### src/rtl/ripple4_gate_pkg.sv
// Shared constants and types for the 4-bit gate-level ripple adder.
package ripple4_gate_pkg;

    // Operand width of the reference adder. Only 4 is built and verified.
    localparam int RIPPLE4_WIDTH = 4;

    // One adder result as captured by the output register.
    typedef struct packed {
        logic                     cout;
        logic [RIPPLE4_WIDTH-1:0] sum;
    } adder_result_t;

    // Bundle a carry and a sum into a result record.
    function automatic adder_result_t make_result(
        input logic                     cout,
        input logic [RIPPLE4_WIDTH-1:0] sum
    );
        adder_result_t r;
        r.cout = cout;
        r.sum  = sum;
        return r;
    endfunction

endpackage

### src/rtl/ripple4_gate_full_adder_gate.sv
// One full-adder cell built only from xor/and/or gate primitives.
// s  = a ^ b ^ ci
// co = (a & b) | (ci & (a ^ b))
module full_adder_gate (
    input  logic a,
    input  logic b,
    input  logic ci,
    output logic s,
    output logic co
);

    wire half_sum;
    wire gen_term;
    wire prop_term;

    // The half sum is shared by the sum output and the propagate term.
    xor g_half (half_sum, a, b);
    xor g_sum  (s, half_sum, ci);
    and g_gen  (gen_term, a, b);
    and g_prop (prop_term, ci, half_sum);
    or  g_co   (co, gen_term, prop_term);

endmodule

### src/rtl/ripple4_gate.sv
// 4-bit ripple-carry adder made of gate-level full-adder cells, with the
// sum and carry-out captured in an output register (one cycle latency).
module ripple4_gate
    import ripple4_gate_pkg::*;
#(
    parameter int WIDTH = RIPPLE4_WIDTH
) (
    input  logic             clk,
    input  logic             rst,
    input  logic [WIDTH-1:0] inA,
    input  logic [WIDTH-1:0] inB,
    input  logic             Cin,
    output logic [WIDTH-1:0] outS2,
    output logic             Cout0
);

    // carry[i] feeds bit i; carry[WIDTH] is the carry out of the top bit.
    logic [WIDTH:0]   carry;
    logic [WIDTH-1:0] sum_bits;
    adder_result_t    next_result;

    assign carry[0] = Cin;

    // Chain the cells: each cell's carry-in is the previous cell's carry-out.
    for (genvar i = 0; i < WIDTH; i++) begin : g_bit
        full_adder_gate u_fa (
            .a  (inA[i]),
            .b  (inB[i]),
            .ci (carry[i]),
            .s  (sum_bits[i]),
            .co (carry[i+1])
        );
    end

    assign next_result = make_result(carry[WIDTH], sum_bits);

    // Output register: reset clears the result regardless of the operands.
    always_ff @(posedge clk) begin
        if (rst) begin
            outS2 <= '0;
            Cout0 <= 1'b0;
        end else begin
            outS2 <= next_result.sum;
            Cout0 <= next_result.cout;
        end
    end

endmodule

### config.mk
export PLATFORM = sky130hd
export DESIGN_NAME = ripple4_gate
export DESIGN_NICKNAME = d
export VERILOG_FILES = /design/src/rtl/ripple4_gate_pkg.sv /design/src/rtl/ripple4_gate_full_adder_gate.sv /design/src/rtl/ripple4_gate.sv
export SDC_FILE = /design/constraint.sdc
export NUM_CORES = 1
export LEC_CHECK = 0
export ABC_AREA = 0
export CAP_MARGIN = 20
export CORE_AREA = 4 4 41 43
export DETAILED_ROUTE_END_ITERATION = 10
export DIE_AREA = 0 0 45 47
export SLEW_MARGIN = 30
export SYNTH_ARGS = -nofsm -noshare
export SYNTH_HDL_FRONTEND = slang
export SYNTH_SLANG_ARGS = --single-unit
### constraint.sdc
create_clock -name clk -period 5.12 [get_ports clk]
set_input_delay 1.024 -clock clk [delete_from_list [all_inputs] [get_ports clk]]
set_output_delay 1.024 -clock clk [all_outputs]
set_load 0.05 [all_outputs]
==> run summary, run 1 <==
outcome - finished, final reports clean
Worst setup SP type - input pin
I/O Pins - 16
synth unique cells - 5
Routed WL per cell - 7.11 µm
Die Ht - 47 µm
TritonCTS Buffers - 3
max-cap check violation count - 0
DR pass1 iterations - 1
Slew headroom - 67.2%
clock root buffer master - clkbuf_4
antenna violations before repair - 0
final WL - 391 µm
first-pass GRT wire length - 676 µm
Worst path max stage delay - 0.40 ns
setup total negative slack - 0 ns
Crit path buffers/inverters - 4
final antenna-violating net count - 0
Nets - 56
clk sinks - 5
sequential element share of the synthesized area - 43.5%
Post-CTS Setup Inserts - 0
Antenna Cells - 0
vias per cell - 3.38
Overflow after GRT - 0
area of the mapped netlist - 230 µm²
Remaining DRCs - 0
Hold Worst Slack - 1.40 ns
Post-Synthesis Cells - 21
Core Rows - 13
VDD IR max - 71.0 µV
WP data required - 5.29 ns
syn_nets - 36
layout cells sized above 1 - 7.50%
CTS tree - done
H-tree levels - 1
Final setup viols - 0
Worst setup EP type - flip-flop
Top Family by Delay on Critical Path - adder cells
Tcrit/Tclk final - 55.4%
Data arrival, critical path - 3.01 ns
crit-path most repeated cell - fa_1
crit path time final - 2.84 ns
Starting Density - 17.7%
initial drt markers - 0
Worst-Margin Slew - 0.491 ns
final hold vios - 0
RSZ-0062 raised after global routing - no
Max stage delay cell, worst path - clkdlybuf4s50_1
static leakage - 0.000191 µW
width of the chip - 45 µm
die area - 2120 µm²
Final Wtd Congestion - 0.632
P&R area growth vs syn - 84.8%
pwr dens - 305 nW/µm²
Max Root-Sink Buffers - 2
Total GRT Usage - 5.25%
Hold-fix buffers, CTS - 0
Gates resized, CTS repair - 0
critical path cell sequence - clkdlybuf4s50_1 > inv_1 > fa_1 > inv_1 > fa_1 > fa_1 > inv_1 > fa_1 > nor2_1
Worst-path clk slew - 0.04 ns
Hold Path Class - input pin to flip-flop
via count - 186
fill count - 148
vias in the first global route - 201
FMAX - 352 MHz
flops & latches, synth - 5
Syn Area/Cell - 11.0 µm²
fin. max-slew vios - 0
core area - 1300 µm²
yosys warns - 0
input/output buffers - 15
critical path class - input pin to flip-flop
Critical Path Fanout Max - 1
largest net degree at the start of global routing - 6
[per-layer routing]
metal	routed length, µm	GRT usage, %	part of all wire (%)	up-vias
met1	134	4.42	34	78
met5	0	0	0	-
met3	54	1.15	14	2
li1	-	-	-	93
met2	176	7.34	45	13
met4	26	10.5	6.6	0
[flip-flops by register name, indices dropped and copies added (netlist names)]
name and count:
outS2 4, Cout0 1
[kinds of logic (layout without fill, tap and decap cells)]
family	Yosys count	in the layout	share of synthesized area, %
AND/OR/NAND/NOR	5	5	10.3
flip-flops	5	5	43.5
buffers and inverters	7	26	11.4
adder cells (fa/ha/maj)	4	4	34.8
[where the power goes]
| part | switching (µW) | internal, µW |
|---|---|---|
| registers | 0.900 | 43.5 |
| clock network | 14.0 | 29.3 |
| logic | 23.4 | 18.5 |
[stage by stage]
stage	area (µm²)	utilization [%]	cells	power, µW	setup slack [ns]
after floorplan	230	-	21	68.8	2.51
after global placement	399	30.7	51	87.0	2.05
after detailed placement	399	30.7	51	87.8	2.02
after CTS	425	32.7	55	133	2.27
after global routing	425	32.7	55	140	2.15
final	425	32.7	55	130	2.28
[layout by cell type, fill, tap and decap left out]
master            n
clkbuf_1          1
clkbuf_4          3
clkdlybuf4s50_1  15
dfxtp_1           5
fa_1              4
inv_1             7
nor2_1            3
nor2b_1           2
[final timing paths]
kind	startpoint	endpoint	slack, ns	cells past startpoint
worst max-delay path	inA[0]	outS2[3]$_SDFF_PP0_	2.28	9
worst min-delay path	rst	Cout0$_SDFF_PP0_	1.40	2
[Yosys cell counts (all sizes together)]
master / count / area share, %
dfxtp: 5 / 43
fa: 4 / 35
inv: 7 / 11
nor2: 3 / 4.9
nor2b: 2 / 5.4
[area by class of cell]
| cell class | count | area (µm²) | share of cell area [%] |
|---|---|---|---|
| clock buffers | 4 | 26.3 | 6.18 |
| multi-input cells | 9 | 104 | 24.4 |
| flip-flops and latches | 5 | 100 | 23.5 |
| well taps | 15 | 18.8 | 4.41 |
| repair buffers | 15 | 150 | 35.3 |
| inverters | 7 | 26.3 | 6.18 |
Note: power is estimated with default switching activity, not from simulation.
==> run 2, diff against run 1 <==
- clock period: 5.12 -> 2.5 ns (I/O delays scaled with it)
==> run 2 against run 1 <==
  * Routed wire length rose by 9.0%
  * Largest cell class unchanged
  * First-iteration DRC count stayed put
  * Worst hold slack worse by 0.52 ns
  * Combinational power increased by 110%
  * Sequential power up 100%
  * Non-clock buffer count stayed put
  * Final cell count did not move
  * Critical path depth unchanged
  * Die area is the same
==> run summary, run 2 (synthesis results as in run 1) <==
Total GRT Usage - 5.25%
critical path class - input pin to flip-flop
Top Family by Delay on Critical Path - adder cells
width of the chip - 45 µm
Total Power - 266 µW
max FFs per register - 4
Largest Register - outS2
FMAX - 427 MHz
Worst path max stage delay - 0.41 ns
largest net degree at the start of global routing - 6
static leakage - 0.000191 µW
Post-CTS Setup Inserts - 0
clk sinks - 5
Core Rows - 13
Int Power - 187 µW
Antenna Cells - 0
Worst-Margin Slew - 0.491 ns
VDD IR max - 126 µV
Starting Density - 17.7%
Hold Path Class - input pin to flip-flop
Gates resized, CTS repair - 0
Die Ht - 47 µm
Remaining DRCs - 0
final WL - 426 µm
commonest cells after routing, fill and taps aside - clkdlybuf4s50_1, inv_1, dfxtp_1
Crit path buffers/inverters - 4
Final Wtd Congestion - 0.628
antenna violations before repair - 0
final hold vios - 0
layout cells sized above 1 - 7.50%
outcome - finished, final reports clean
Gate power share - 32.4%
first-pass GRT wire length - 690 µm
Tcrit/Tclk final - 93.7%
pwr dens - 626 nW/µm²
crit-path most repeated cell - fa_1
Sw Ratio - 29.7%
design area - 425 µm²
H-tree levels - 1
Worst-path clk slew - 0.04 ns
Max Root-Sink Buffers - 2
via count - 176
P&R area growth vs syn - 84.8%
die area - 2120 µm²
Worst setup SP type - input pin
sequential fraction of design power - 34.2%
clock network fraction of design power - 33.5%
vias in the first global route - 192
Data arrival, critical path - 2.52 ns
CTS tree - done
TritonCTS Buffers - 3
vias per cell - 3.20
I/O Pins - 16
Largest regs - outS2: 4 flops, Cout0: 1 flops
Placement Cell Area - 399 µm²
fin. max-slew vios - 0
Final setup viols - 0
input/output buffers - 15
crit path time final - 2.34 ns
initial drt markers - 0
Max stage delay cell, worst path - fa_1
DR pass1 iterations - 1
Routed WL per cell - 7.75 µm
core area - 1300 µm²
clock root buffer master - clkbuf_4
RSZ-0062 raised after global routing - no
Critical Path Fanout Max - 1
Slew headroom - 67.2%
critical path cell sequence - clkdlybuf4s50_1 > inv_1 > fa_1 > inv_1 > fa_1 > fa_1 > inv_1 > fa_1 > nor2_1
WP data required - 2.67 ns
Nets - 56
Overflow after GRT - 0
Hold-fix buffers, CTS - 0
final antenna-violating net count - 0
Worst setup EP type - flip-flop
max-cap check violation count - 0
most common cell after layout, fill and taps aside - clkdlybuf4s50_1
sw power - 79.1 µW
-- run 2: cell counts in the layout (fill, tap and decap cells not counted) --
Identical to the previous run, type by type.
-- run 2: area by class of cell --
type                    instances  area (µm²)
well taps                      15        18.8
repair buffers                 15         150
multi-input cells               9         104
inverters                       7        26.3
fillers                       152         876
clock buffers                   4        26.3
flip-flops and latches          5         100
-- run 2: power by group through the flow --
stage	clock (µW)	combinational (µW)	sequential (µW)
after floorplan	0	16.0	125
after detailed placement	0	87.7	92.6
final	89.1	86.2	91.0
after global placement	0	86.3	92.4
after CTS	93.3	87.8	91.2
after global routing	102	91.9	92.3
-- run 2: worst paths after layout --
check	endpoint	cells past startpoint	start
max	outS2[3]$_SDFF_PP0_	9	inA[0]
min	Cout0$_SDFF_PP0_	2	rst
-- run 2: through the flow --
stage          cells  utilization, %  setup TNS (ns)  hold slack, ns  setup slack (ns)
3_5_place_dp      51            30.7          -0.111            1.13            -0.111
4_1_cts           55            32.7               0           0.878             0.136
3_3_place_gp      51            30.7         -0.0641            1.13           -0.0641
6_report          55            32.7               0           0.880             0.157
5_1_grt           55            32.7               0           0.888            0.0591
2_1_floorplan     21               -               0           0.567             0.419
-- run 2: per-layer routing --
layer / GRT usage (%) / vias to the layer above / part of all wire, %
li1: - / 93 / -
met1: 4.65 / 72 / 31
met2: 7.91 / 11 / 58
met3: 1.15 / 0 / 12
met4: 8.77 / 0 / 0
met5: 0 / - / 0
==> run 3, diff against run 2 <==
- clock period: 2.5 -> 1.9 ns (I/O delays scaled with it)
==> run 3 against run 2 <==
  * First-iteration DRC count did not move
  * Worst setup slack got worse by 0.069 ns
  * Routed wire length rose by 9.6%
  * Critical path depth did not move
  * Cell area fell by 0.88%
  * Flip-flop and latch count did not move
  * Sequential share of layout area rose by 0.21 points
  * Critical path type unchanged
==> run summary, run 3 (synthesis results as in run 1) <==
Routed WL per cell - 8.49 µm
Antenna Cells - 0
Die Ht - 47 µm
FMAX - 552 MHz
Post-CTS Setup Inserts - 0
routed length on met2 - 259 µm
Sw Ratio - 31.2%
DR pass1 iterations - 1
Starting Density - 17.7%
dpl hpwl - 417 µm
VDD IR max - 208 µV
vias in the first global route - 188
Largest regs - outS2: 4 flops, Cout0: 1 flops
H-tree levels - 1
max layer used - met4
via count - 185
commonest cells after routing, fill and taps aside - clkdlybuf4s50_1, dfxtp_1, inv_2
Placement Cell Area - 404 µm²
largest net degree at the start of global routing - 6
Total GRT Usage - 5.81%
clock root buffer master - clkbuf_4
final antenna-violating net count - 0
Cells after DPL - 51
Data arrival, critical path - 1.99 ns
die area - 2120 µm²
sw power - 111 µW
clk sinks - 5
Max Root-Sink Buffers - 2
layout cells sized above 1 - 35.0%
Final setup viols - 0
routed wl met3 - 55 µm
first-pass GRT wire length - 724 µm
crit path time final - 1.81 ns
I/O Pins - 16
Slew headroom - 67.2%
width of the chip - 45 µm
Worst Hold Path EP - outS2[0]$_SDFF_PP0_
Worst-path clk slew - 0.04 ns
worst hold path depth - 4
Worst-Margin Slew - 0.491 ns
WP data required - 2.08 ns
max FFs per register - 4
Remaining DRCs - 0
input/output buffers - 15
CTS tree - done
Hold Path Class - input pin to flip-flop
P&R area growth vs syn - 83.2%
vias per cell - 3.36
Worst setup SP type - input pin
clock network fraction of design power - 34.2%
initial drt markers - 0
Tcrit/Tclk final - 95.4%
Worst setup EP type - flip-flop
critical path class - input pin to flip-flop
Routed met1 length - 137 µm
TritonCTS Buffers - 3
RSZ-0062 raised after global routing - no
outcome - finished, final reports clean
core area - 1300 µm²
static leakage - 0.000188 µW
pwr dens - 846 nW/µm²
Critical Path Fanout Max - 1
Core Rows - 13
Largest Register - outS2
most common cell after layout, fill and taps aside - clkdlybuf4s50_1
Non-Filler Instances - 55
Gate power share - 32.2%
antenna violations before repair - 0
sequential fraction of design power - 33.6%
Nets - 56
fin. max-slew vios - 0
setup total negative slack - 0 ns
Overflow after GRT - 0
final hold vios - 0
Int Power - 245 µW
Final Wtd Congestion - 0.575
max-cap check violation count - 0
final core occ - 32.4%
Hold Startpoint - inA[0]
design area - 422 µm²
final WL - 467 µm
==> run 3: changes by cell type in the layout (fill, tap and decap cells not counted), sizes merged <==
cell,before,now
buf,0,3
clkdlybuf4s50,15,10
dlygate4sd2,0,2
==> run 3: final cells by class <==
cell class	count	area [µm²]
clock buffers	4	26.3
inverters	7	26.3
repair buffers	15	139
well taps	15	18.8
fillers	153	880
flip-flops and latches	5	100
multi-input cells	9	111
==> run 3: worst max path at each step <==
stage,startpoint,endpoint,cells past startpoint,slack (ns)
CTS,inA[0],outS2[3]$_SDFF_PP0_,9,0.006
floorplan,inA[0],outS2[3]$_SDFF_PP0_,8,0.01
global route,Cin,outS2[3]$_SDFF_PP0_,9,0.02
detailed placement,inA[0],outS2[3]$_SDFF_PP0_,9,-0.55
global placement,inA[0],outS2[3]$_SDFF_PP0_,9,-0.51
finish,Cin,outS2[3]$_SDFF_PP0_,9,0.09
==> run 3: worst max-delay path: stages <==
cell and delay (ns):
buf_2 0.10, inv_2 0.06, fa_2 0.20, inv_2 0.04
fa_2 0.33, fa_2 0.34, inv_2 0.06, fa_1 0.41
nor2_1 0.08
==> run 3: power groups by stage <==
stage          Combinational, µW  Clock (µW)  Sequential [µW]
5_1_grt                      123         134              122
4_1_cts                      118         126              120
3_5_place_dp                 117           0              122
2_1_floorplan               21.6           0              164
3_3_place_gp                 114           0              122
6_report                     115         122              120
==> run 3: stage by stage <==
| step | hold slack (ns) | setup slack (ns) | total power, µW |
|---|---|---|---|
| floorplan | 0.447 | 0.0139 | 186 |
| global placement | 1.00 | -0.509 | 236 |
| detailed placement | 1.01 | -0.551 | 239 |
| CTS | 0.578 | 0.00614 | 364 |
| global route | 0.575 | 0.0195 | 378 |
| finish | 0.571 | 0.0878 | 357 |
==> run 3: repair_timing <==
item                                    in CTS  in global routing
pin swaps                                    5                  4
hold buffers                                 0                  0
gates resized for setup                     19                  0
endpoints found under the hold margin        0                  0
endpoints found under the setup margin       3                  1
==> run 3: layer usage <==
layer  global-route usage, %  vias up
li1                        -       94
met1                    4.19       76
met2                    9.32       13
met3                    1.53        2
met4                    10.5        0
met5                       0        -
